$ cat config.mk
export PLATFORM = sky130hd
export DESIGN_NAME = game_tick_scheduler_flat
export DESIGN_NICKNAME = d
export VERILOG_FILES = /design/src/rtl/game_tick_scheduler_pkg.sv /design/src/rtl/game_tick_scheduler_if.sv /design/src/rtl/game_tick_scheduler_tick_counter.sv /design/src/rtl/game_tick_scheduler.sv /design/src/flat_wrapper.sv
export SDC_FILE = /design/constraint.sdc
export NUM_CORES = 1
export LEC_CHECK = 0
export ABC_AREA = 0
export BUFFER_PORTS_ARGS = -buffer_cell sky130_fd_sc_hd__buf_2
export CORE_ASPECT_RATIO = 1.75
export CORE_MARGIN = 2
export CORE_UTILIZATION = 66
export DETAILED_ROUTE_END_ITERATION = 16
export PLACE_DENSITY = 0.92
export SYNTH_ARGS = -nofsm -noshare
export SYNTH_HDL_FRONTEND = slang
export SYNTH_HIERARCHICAL = 1
export SYNTH_SLANG_ARGS = --single-unit
export TNS_END_PERCENT = 5
$ cat constraint.sdc
create_clock -name CLK -period 6.4 [get_ports CLK]
set_input_delay 0.96 -clock CLK [delete_from_list [all_inputs] [get_ports CLK]]
set_output_delay 0.96 -clock CLK [all_outputs]
set_load 0.05 [all_outputs]
$ cat src/rtl/game_tick_scheduler_pkg.sv
// Shared types and default divisors for the game tick scheduler.
package tetris_tick_pkg;

  // Game event identifiers offered on the event bus
  typedef enum logic [1:0] {
    EVT_DROP = 2'd0,
    EVT_MOVE = 2'd1,
    EVT_ANIM = 2'd2,
    EVT_RSVD = 2'd3
  } evt_id_e;

  // Event arbiter states
  typedef enum logic {
    ARB_IDLE  = 1'b0,
    ARB_OFFER = 1'b1
  } arb_state_e;

  // Default divisors for the production CLK rate
  localparam int DEF_DISP_DIV  = 2501;
  localparam int DEF_MOVE_DIV  = 2500001;
  localparam int DEF_DROP_BASE = 25000001;
  localparam int DEF_DROP_STEP = 2000000;
  localparam int DEF_DROP_MIN  = 2500001;
  localparam int DEF_ANIM_DIV  = 25000001;
  localparam int DEF_LEVEL_W   = 4;
  localparam int DEF_CNT_W     = 25;

endpackage

$ cat src/rtl/game_tick_scheduler_if.sv
// Valid/ready event bus from the tick scheduler to game logic.
interface game_tick_scheduler_if;
  import tetris_tick_pkg::*;

  logic    evt_valid;
  evt_id_e evt_id;
  logic    evt_ready;

  modport master (output evt_valid, output evt_id, input evt_ready);
  modport slave  (input evt_valid, input evt_id, output evt_ready);

endinterface

$ cat src/rtl/game_tick_scheduler_tick_counter.sv
// Period counter producing a single-cycle fire on wrap.
// Counts 0..period-1; the >= compare lets a shortened period act at once.
module tick_counter #(
  parameter int CNT_W = 25
) (
  input  logic             CLK,
  input  logic             RST,
  input  logic             en,
  input  logic             hold,
  input  logic [CNT_W-1:0] period,
  output logic             fire
);

  logic [CNT_W-1:0] cnt_p1;
  logic             wrap_p0;

  assign wrap_p0 = ({1'b0, cnt_p1} + (CNT_W+1)'(1)) >= {1'b0, period};
  assign fire    = en & ~hold & wrap_p0;

  // Advance, hold, wrap or clear the period count
  always_ff @(posedge CLK or posedge RST) begin
    if (RST)          cnt_p1 <= '0;
    else if (!en)     cnt_p1 <= '0;
    else if (hold)    cnt_p1 <= cnt_p1;
    else if (wrap_p0) cnt_p1 <= '0;
    else              cnt_p1 <= cnt_p1 + 1'b1;
  end

endmodule

$ cat src/rtl/game_tick_scheduler.sv
// Game tick scheduler: display strobe plus drop/move/anim events serialized
// onto a valid/ready bus, one event offered at a time.
// Optional build macro TICK_STATS_EN adds overrun_cnt and evt_cnt outputs.
module game_tick_scheduler
  import tetris_tick_pkg::*;
#(
  parameter int DISP_DIV  = DEF_DISP_DIV,
  parameter int MOVE_DIV  = DEF_MOVE_DIV,
  parameter int DROP_BASE = DEF_DROP_BASE,
  parameter int DROP_STEP = DEF_DROP_STEP,
  parameter int DROP_MIN  = DEF_DROP_MIN,
  parameter int ANIM_DIV  = DEF_ANIM_DIV,
  parameter int LEVEL_W   = DEF_LEVEL_W,
  parameter int CNT_W     = DEF_CNT_W
) (
  input  logic                 CLK,
  input  logic                 RST,
  input  logic                 en,
  input  logic                 pause,
  input  logic [LEVEL_W-1:0]   level,
  input  logic                 soft_drop,
  output logic                 disp_tick,
  game_tick_scheduler_if.master evt,
  output logic                 overrun,
  output logic [CNT_W-1:0]     drop_period
`ifdef TICK_STATS_EN
  ,
  output logic [7:0]           overrun_cnt,
  output logic [15:0]          evt_cnt
`endif
);

  localparam int WW = CNT_W + LEVEL_W;
  localparam logic [CNT_W-1:0] DISP_P = CNT_W'(DISP_DIV);
  localparam logic [CNT_W-1:0] MOVE_P = CNT_W'(MOVE_DIV);
  localparam logic [CNT_W-1:0] ANIM_P = CNT_W'(ANIM_DIV);
  localparam logic [CNT_W-1:0] BASE_P = CNT_W'(DROP_BASE);

  // Level-scaled drop period, clamped at DROP_MIN on underflow or undershoot
  function automatic logic [CNT_W-1:0] calc_drop_period(
    input logic [LEVEL_W-1:0] lvl,
    input logic               sd
  );
    logic [WW-1:0] base_w;
    logic [WW-1:0] prod_w;
    logic [WW-1:0] diff_w;
    base_w = WW'(DROP_BASE);
    prod_w = WW'(DROP_STEP) * WW'(lvl);
    diff_w = base_w - prod_w;
    if (sd)                         return MOVE_P;
    if (prod_w > base_w)            return CNT_W'(DROP_MIN);
    if (diff_w < WW'(DROP_MIN))     return CNT_W'(DROP_MIN);
    return CNT_W'(diff_w);
  endfunction

  // Fixed priority DROP > MOVE > ANIM
  function automatic evt_id_e pick_evt(input logic [2:0] pend);
    if (pend[EVT_DROP])      return EVT_DROP;
    else if (pend[EVT_MOVE]) return EVT_MOVE;
    else                     return EVT_ANIM;
  endfunction

  logic [3:0]  fire_p0;     // [0] drop, [1] move, [2] anim, [3] display
  logic [2:0]  grant_p0;
  logic        hs_p0;
  logic [2:0]  ovr_hit_p0;

  logic [2:0]  pend_p1;
  arb_state_e  state_p1;
  logic        vld_p1;
  evt_id_e     evt_id_p1;
  logic        disp_tick_p1;
  logic        overrun_p1;
  logic [CNT_W-1:0] drop_period_p1;

  tick_counter #(.CNT_W(CNT_W)) u_drop (
    .CLK(CLK), .RST(RST), .en(en), .hold(pause),
    .period(drop_period_p1), .fire(fire_p0[0])
  );
  tick_counter #(.CNT_W(CNT_W)) u_move (
    .CLK(CLK), .RST(RST), .en(en), .hold(pause),
    .period(MOVE_P), .fire(fire_p0[1])
  );
  tick_counter #(.CNT_W(CNT_W)) u_anim (
    .CLK(CLK), .RST(RST), .en(en), .hold(1'b0),
    .period(ANIM_P), .fire(fire_p0[2])
  );
  tick_counter #(.CNT_W(CNT_W)) u_disp (
    .CLK(CLK), .RST(RST), .en(en), .hold(1'b0),
    .period(DISP_P), .fire(fire_p0[3])
  );

  assign hs_p0      = (state_p1 == ARB_OFFER) & evt.evt_ready;
  assign grant_p0   = hs_p0 ? (3'b001 << evt_id_p1) : 3'b000;
  assign ovr_hit_p0 = fire_p0[2:0] & pend_p1 & ~grant_p0;

  // ---- stage p1: pending set/clear and sticky overrun ----
  // A fire on a channel being granted in the same cycle keeps it pending
  always_ff @(posedge CLK or posedge RST) begin
    if (RST) begin
      pend_p1    <= '0;
      overrun_p1 <= 1'b0;
    end else begin
      if (!en) pend_p1 <= '0;
      else     pend_p1 <= fire_p0[2:0] | (pend_p1 & ~grant_p0);
      if (|ovr_hit_p0) overrun_p1 <= 1'b1;
    end
  end

  // Arbiter: offer one pending event and hold it stable until accepted
  always_ff @(posedge CLK or posedge RST) begin
    if (RST) begin
      state_p1  <= ARB_IDLE;
      vld_p1    <= 1'b0;
      evt_id_p1 <= EVT_DROP;
    end else if (!en) begin
      state_p1  <= ARB_IDLE;
      vld_p1    <= 1'b0;
    end else begin
      case (state_p1)
        ARB_IDLE: begin
          if (|pend_p1) begin
            evt_id_p1 <= pick_evt(pend_p1);
            vld_p1    <= 1'b1;
            state_p1  <= ARB_OFFER;
          end
        end
        ARB_OFFER: begin
          if (evt.evt_ready) begin
            vld_p1   <= 1'b0;
            state_p1 <= ARB_IDLE;
          end
        end
        default: begin
          vld_p1   <= 1'b0;
          state_p1 <= ARB_IDLE;
        end
      endcase
    end
  end

  // Registered display strobe and active drop period
  always_ff @(posedge CLK or posedge RST) begin
    if (RST) begin
      disp_tick_p1   <= 1'b0;
      drop_period_p1 <= BASE_P;
    end else begin
      disp_tick_p1   <= en & fire_p0[3];
      drop_period_p1 <= calc_drop_period(level, soft_drop);
    end
  end

`ifdef TICK_STATS_EN
  // Saturating overrun count and wrapping handshake count
  always_ff @(posedge CLK or posedge RST) begin
    if (RST) begin
      overrun_cnt <= '0;
      evt_cnt     <= '0;
    end else begin
      if ((|ovr_hit_p0) && (overrun_cnt != 8'hFF)) overrun_cnt <= overrun_cnt + 8'd1;
      if (hs_p0) evt_cnt <= evt_cnt + 16'd1;
    end
  end
`endif

  assign evt.evt_valid = vld_p1;
  assign evt.evt_id    = evt_id_p1;
  assign disp_tick     = disp_tick_p1;
  assign overrun       = overrun_p1;
  assign drop_period   = drop_period_p1;

endmodule

$ cat src/flat_wrapper.sv
// flat-port wrapper written by rule: the top's interface ports become plain ports
module game_tick_scheduler_flat import tetris_tick_pkg::*;
#(
  parameter int DISP_DIV  = DEF_DISP_DIV,
  parameter int MOVE_DIV  = DEF_MOVE_DIV,
  parameter int DROP_BASE = DEF_DROP_BASE,
  parameter int DROP_STEP = DEF_DROP_STEP,
  parameter int DROP_MIN  = DEF_DROP_MIN,
  parameter int ANIM_DIV  = DEF_ANIM_DIV,
  parameter int LEVEL_W   = DEF_LEVEL_W,
  parameter int CNT_W     = DEF_CNT_W
)
  (CLK, RST, en, pause, level, soft_drop, disp_tick, overrun, drop_period, evt_evt_valid, evt_evt_id, evt_evt_ready);
  game_tick_scheduler_if evt_i ();
  input  logic CLK;
  input  logic RST;
  input  logic en;
  input  logic pause;
  input  logic [LEVEL_W-1:0] level;
  input  logic soft_drop;
  output logic disp_tick;
  output logic overrun;
  output logic [CNT_W-1:0] drop_period;
  output wire logic [$bits(evt_i.evt_valid)-1:0] evt_evt_valid;
  output wire logic [$bits(evt_i.evt_id)-1:0] evt_evt_id;
  input wire logic [$bits(evt_i.evt_ready)-1:0] evt_evt_ready;
  assign evt_evt_valid = evt_i.evt_valid;
  assign evt_evt_id = evt_i.evt_id;
  assign evt_i.evt_ready = evt_evt_ready;
  game_tick_scheduler #(.DISP_DIV(DISP_DIV), .MOVE_DIV(MOVE_DIV), .DROP_BASE(DROP_BASE), .DROP_STEP(DROP_STEP), .DROP_MIN(DROP_MIN), .ANIM_DIV(ANIM_DIV), .LEVEL_W(LEVEL_W), .CNT_W(CNT_W)) u_core (.CLK(CLK), .RST(RST), .en(en), .pause(pause), .level(level), .soft_drop(soft_drop), .disp_tick(disp_tick), .evt(evt_i), .overrun(overrun), .drop_period(drop_period));
endmodule
---- After elaboration in Yosys (flattened, before gate mapping) ----
Cells that the tools add are included.
operators by class
  $add $sub $neg .......................... 9
  multiply operators ...................... 1
  $lt $le $gt $ge ......................... 6
  eq/ne operators ......................... 3
  shift operators ......................... 1
  muxes and demuxes ....................... 34
  bitwise gates (word level) .............. 14
  reduce and logical (&&, ||, !) cells .... 4
operator list
  cell                    count
  $mux 25                 16
  $add 25x1->26 const B   4
  $add 25x1->25 const B   4
  $lt 29x22->1 const B    1
  $ge 26x12->1 const B    1
  $ge 26x22->1 const B    1
  $ge 26x25->1            1
  $ge 26x25->1 const B    1
  $sub 25x25->26 const A  1
  $gt 25x25->1 const B    1
  $mul 14x4->18 const A   1
  $mux 1                  12
  $and 3x3->3             3
  $and 1x1->1             7
  $mux 3                  2
  $reduce_or 3->1         2
  $mux 2                  2
  $pmux 1 s2              2
  $ne 3x2->1 const B      1
  $ne 3x3->1 const B      1
  $not 3->3               1
  $or 3x3->3              1
  $reduce_and 3->1        1
  $shl 1x2->3 const A     1
  3 further kinds         4
storage, ports and cells
  register bits ........................... 134
  input bits .............................. 10
  output and inout bits ................... 30
  word-level logic and storage cells ...... 83

---- Depth between registers and ports, before layout ----
  depth in word-level cells ............... 9
  depth in mapped cells ................... 17
  gate-level depth less buffers ........... 15

---- By module ----
The synthesis kept the hierarchy.
modules (own cells, without submodules)
  module               instances  cells each  area each (µm²)  sequential area each (µm²)
  tick_counter         4          258         2182.1           625.6
  game_tick_scheduler  1          253         2454.9           740.7

---- Worst setup path before layout ----
Ideal clock, no wire load.
  path type ............................... input port to flip-flop
  from .................................... input level[1]
  to ...................................... register u_core.drop_period_p1[15], in the netlist u_core/drop_period[15]
  setup time .............................. 121 ps
  data arrival time ....................... 4043 ps
  data required time ...................... 6279 ps
  setup slack ............................. 2236 ps
  cell stages on the path ................. 12
  buffers on the path ..................... 1
  path through ............................ buf_6 > inv_1 > ha_1 > fa_1 > inv_1 > fa_1 > nand2b_1 > nor4_2 > a41oi_2 > o21bai_2 > and2b_1 > a22o_1
on the way
  longest elaborated chain between the ends .. 9
  elaborated cells on any way between the ends .. 14
RTL lines
  item                    line                        RTL
  start: declaration      flat_wrapper.sv:19          input logic [LEVEL_W-1:0] level;
  $mul 14x4->18 *         game_tick_scheduler.sv:48   prod_w = WW'(DROP_STEP) * WW'(lvl);
  $sub 25x25->26          game_tick_scheduler.sv:49   diff_w = base_w - prod_w;
  $lt 29x22->1            game_tick_scheduler.sv:52   if (diff_w < WW'(DROP_MIN)) return CNT_W'(DROP_MIN);
  $mux 1 (2 in series)    game_tick_scheduler.sv:52
  $mux 1                  game_tick_scheduler.sv:51   if (prod_w > base_w) return CNT_W'(DROP_MIN);
  $mux 25                 game_tick_scheduler.sv:53   return CNT_W'(diff_w);
  $mux 25 *               game_tick_scheduler.sv:52
  $mux 25 *               game_tick_scheduler.sv:51
  end signal: assignment  game_tick_scheduler.sv:149  drop_period_p1 <= calc_drop_period(level, soft_drop);
  end: declaration        game_tick_scheduler.sv:74   logic [CNT_W-1:0] drop_period_p1;
Mark *: on every way between the ends. The rest lies on a longest branch, timed or not. The select of a mux whose other input is x is not followed.
A chain may end at the register's enable or synchronous reset.

---- Worst setup path after layout ----
  from .................................... register u_core.u_move.cnt_p1[4]
  to ...................................... register u_core.overrun_p1, in the netlist u_core/overrun
on the way
  longest elaborated chain between the ends .. 6
RTL lines
  item                       line                                    RTL
  start: declaration         game_tick_scheduler_tick_counter.sv:14  logic [CNT_W-1:0] cnt_p1;
  start signal: assignment   game_tick_scheduler_tick_counter.sv:24  else if (hold) cnt_p1 <= cnt_p1;
  start signal: assignment   game_tick_scheduler_tick_counter.sv:26  else cnt_p1 <= cnt_p1 + 1'b1;
  $add 25x1->26              game_tick_scheduler_tick_counter.sv:17  assign wrap_p0 = ({1'b0, cnt_p1} + (CNT_W+1)'(1)) >= {1'b0, period};
  $ge 26x22->1               game_tick_scheduler_tick_counter.sv:17
  $and 1x1->1                game_tick_scheduler_tick_counter.sv:18  assign fire = en & ~hold & wrap_p0;
  via u_core.fire_p0[1]      game_tick_scheduler.sv:63               logic [3:0] fire_p0;
  $and 3x3->3 (2 in series)  game_tick_scheduler.sv:95               assign ovr_hit_p0 = fire_p0[2:0] & pend_p1 & ~grant_p0;
  $reduce_or 3->1            game_tick_scheduler.sv:106              if (|ovr_hit_p0) overrun_p1 <= 1'b1;
  end signal: assignment     game_tick_scheduler.sv:102              overrun_p1 <= 1'b0;
  end signal: assignment     game_tick_scheduler.sv:106
  end: declaration           game_tick_scheduler.sv:73               logic overrun_p1;
The timed path passes the listed nets, and every way through them passes these cells.

==> results_dict.tcl <==
set metrics [dict create \
    run_status "finished, final reports clean" \
    finalHoldViolCount 0 \
    fmax_ghz 0.217 \
    floorplan.rows 63 \
    antenna_found_initial 0 \
    post_cts_buffers 0 \
    totalPowerFinal_mw 2.66 \
    synth.ff_latch_count 129 \
    pwr_density_cell_mw_per_mm2 216 \
    grt_pass1_wl_um 45500 \
    clk_latency_ns 0.43 \
    synth.top_cells.by_area "sky130_fd_sc_hd__dfrtp_1, sky130_fd_sc_hd__ha_1, sky130_fd_sc_hd__xnor2_1, sky130_fd_sc_hd__inv_1, sky130_fd_sc_hd__nand2_1" \
    final_min_period_over_clock_period_pct 72.0 \
    tritoncts "yes" \
    fp.dieH_um 176 \
    detailedPlacementHpwl_um 19200 \
    actual_slew_at_the_worst_max_slew_pin_ns 1.35 \
    setup_viol_count_final 0 \
    grt_overflow_total 0 \
    detail_route.wl_per_cell_um 16.7 \
    drt-vias-per-instance 6.17 \
    final_max_slew_viol_count 0 \
    cts.reportedPaths.clkPinSlew_ns 0.06 \
    multi_input_comb_area_sq_mm 0.00746 \
    floorplan.die_area_sq_mm 0.0180 \
    top_level_ports 40 \
    post_syn_instances 1285 \
    slew_headroom_pct 7.76 \
    hold_removal_path_class "register to register" \
    post_cts_resized 0 \
    die_width_um 102 \
    place_congestion 0.885 \
    start_kind "register" \
    worst_ep_required_time_ns 6.71 \
    share_of_flip_flops_with_an_asynchronous_set_or_reset_after_synthesis_pct 100 \
    layout.nets 1516 \
    p_leak_nw 5.90 \
    critical_path_at_ns 4.92 \
    grt_pass1_vias 10200 \
    fraction_of_final_layout_cells_with_drive_strength_greater_than_1_pct 8.71 \
    synth.largest_area_cell "sky130_fd_sc_hd__dfrtp_1" \
    ys_types 86 \
    drt_first_iter_violations 642 \
    first_pass_iters 5 \
    yosysWarningCount 6 \
    path_max_fanout 22 \
    core_area_sq_mm 0.0168 \
    end_kind "register" \
    rsz0062_at_grt "false" \
    vdd.ir_drop.worst_mv 0.145 \
    setup-tns-final_ns 0 \
    fillCellCount 1185 \
    initial_core_util_pct 66.6 \
    fin_worst_skew_ns 0.00831 \
    postSynthAreaPerCell_sq_um 8.70 \
    fin_hold_ws_ns 0.476 \
    ctsLongestPathBuffers 2 \
    routed_wl_um 27000 \
    htree_num_levels 4 \
    synth_most_common_cell "sky130_fd_sc_hd__inv_1" \
    maxCapViolations 0 \
    synth_edf_count 0 \
    route.detailed.drc 0 \
    register_area_sq_mm 0.00324 \
    numPortBuffers 34 \
    cts_root_buf "sky130_fd_sc_hd__clkbuf_16" \
    crit_type "register to register" \
    final_antenna_net_count 0 \
    diodes 0 \
    numClockSinks 129 \
    syn_to_final_growth_pct 9.89 \
    synthTopCellsByCount "sky130_fd_sc_hd__inv_1, sky130_fd_sc_hd__ha_1, sky130_fd_sc_hd__nand2_1" \
    grt_start_max_net_pins 43 \
    synth_seq_area_share_pct 29.0 \
    dominantRegCellSynth "sky130_fd_sc_hd__dfrtp_1" \
    groute.usage.overall_pct 31.4 \
    period_needed_ns 4.61 \
    cts_hold_buf 0 \
    post-synth-top-area-fraction_pct 26.2 \
    mappedNetlistArea_sq_mm 0.0112 \
    routed-via-count 9978 \
    cts_inserted_buffers 17 \
]
==> critical path, cell delays in order (launching register included) <==
cell and delay (ns):
sky130_fd_sc_hd__dfrtp_1 0.47, sky130_fd_sc_hd__nand3_1 0.18, sky130_fd_sc_hd__or3_1 0.54, sky130_fd_sc_hd__nor2_1 0.17, sky130_fd_sc_hd__xor2_1 0.33, sky130_fd_sc_hd__ha_1 0.32, sky130_fd_sc_hd__nand4_1 0.11, sky130_fd_sc_hd__a211oi_1 0.06
sky130_fd_sc_hd__a2111oi_0 1.12, sky130_fd_sc_hd__a211oi_1 0.21, sky130_fd_sc_hd__nor3_2 0.21, sky130_fd_sc_hd__buf_4 0.26, sky130_fd_sc_hd__nor3_1 0.13, sky130_fd_sc_hd__a221o_1 0.37
==> report_power, final <==
part	leakage [nW]	total, mW	internal, mW	switching [mW]
Sequential	1.73	0.932	0.886	0.0456
Combinational	3.87	0.712	0.210	0.502
Clock	0.300	1.01	0.632	0.379
==> kinds of logic after synthesis <==
group           count (synthesis)  synth area share, %
simple gates                  472                 22.7
compound gates                256                 17.3
buf+inv                       184                 7.24
fa+ha+maj                     129                 14.8
flops                         129                 29.0
xor+xnor                      110                 8.68
mux                             3                0.291
other cells                     2               0.0672
==> stage by stage <==
| stage | std cells | cell area (sq um) | util (%) | worst slack (ns) |
|---|---|---|---|---|
| 6_report | 1617 | 12300 | 73.2 | 1.79 |
| 5_1_grt | 1617 | 12300 | 73.2 | 1.54 |
| 4_1_cts | 1617 | 12300 | 73.2 | 1.90 |
| 3_5_place_dp | 1585 | 11700 | 69.6 | 1.61 |
| 3_3_place_gp | 1585 | 11700 | 69.6 | 1.71 |
| 2_1_floorplan | 1374 | 11500 | - | 2.24 |
==> registers in the layout (all words and copies together) (netlist names) <==
| register | cells |
|---|---|
| u_core/u_move/cnt_p1 | 25 |
| u_core/u_drop/cnt_p1 | 25 |
| u_core/disp_tick | 1 |
| u_core/drop_period | 20 |
| u_core/evt.evt_id | 2 |
| u_core/state_p1 | 1 |
| u_core/u_anim/cnt_p1 | 25 |
| u_core/pend_p1 | 3 |
| u_core/u_disp/cnt_p1 | 25 |
| u_core/evt.evt_valid | 1 |
| u_core/overrun | 1 |
==> cell usage in the layout (no fill, tap or decap), types with 28 or more instances in the layout <==
cell and n:
sky130_fd_sc_hd__conb_1 91, sky130_fd_sc_hd__xnor2_1 73, sky130_fd_sc_hd__dfrtp_1 117, sky130_fd_sc_hd__xor2_1 36, sky130_fd_sc_hd__a21oi_1 47, sky130_fd_sc_hd__ha_1 124
sky130_fd_sc_hd__a31oi_1 28, sky130_fd_sc_hd__inv_1 126, sky130_fd_sc_hd__nand2_1 120, sky130_fd_sc_hd__nor2_1 64, sky130_fd_sc_hd__nand3_1 89, sky130_fd_sc_hd__a22o_1 50
sky130_fd_sc_hd__buf_2 34, sky130_fd_sc_hd__nor3_1 37
==> path summary, 6_finish.rpt <==
check	from	slack (ns)	cells past startpoint	endpoint
hold reg to reg	u_core/pend_p1[0]	0.48	1	u_core/evt.evt_id[0]
setup reg to reg	u_core/u_move/cnt_p1[4]	1.79	13	u_core/overrun
setup / recovery	u_core/u_move/cnt_p1[4]	1.79	13	u_core/overrun
max in group asynchronous	RST	4.91	2	u_core/drop_period[17]
hold / removal	u_core/pend_p1[0]	0.48	1	u_core/evt.evt_id[0]
min in group asynchronous	RST	0.82	2	u_core/u_drop/cnt_p1[1]
==> metal layers <==
layer / vias up / global-route usage [%] / wire length [um]
met3: 136 / 6.77 / 1300
met5: - / 0 / 0
met2: 422 / 57.2 / 14400
met4: 0 / 17.4 / 1390
li1: 4671 / - / -
met1: 4749 / 32.3 / 9870
==> layout make-up <==
class	count	area share, %
Multi-Input combinational cell	1061	60.7
Sequential cell	129	26.4
Inverter	130	3.97
Clock buffer	19	3.69
Tap cell	227	2.31
Timing Repair Buffer	38	1.63
Clock inverter	13	1.27
No activity file was read; power rests on OpenSTA's default activity.
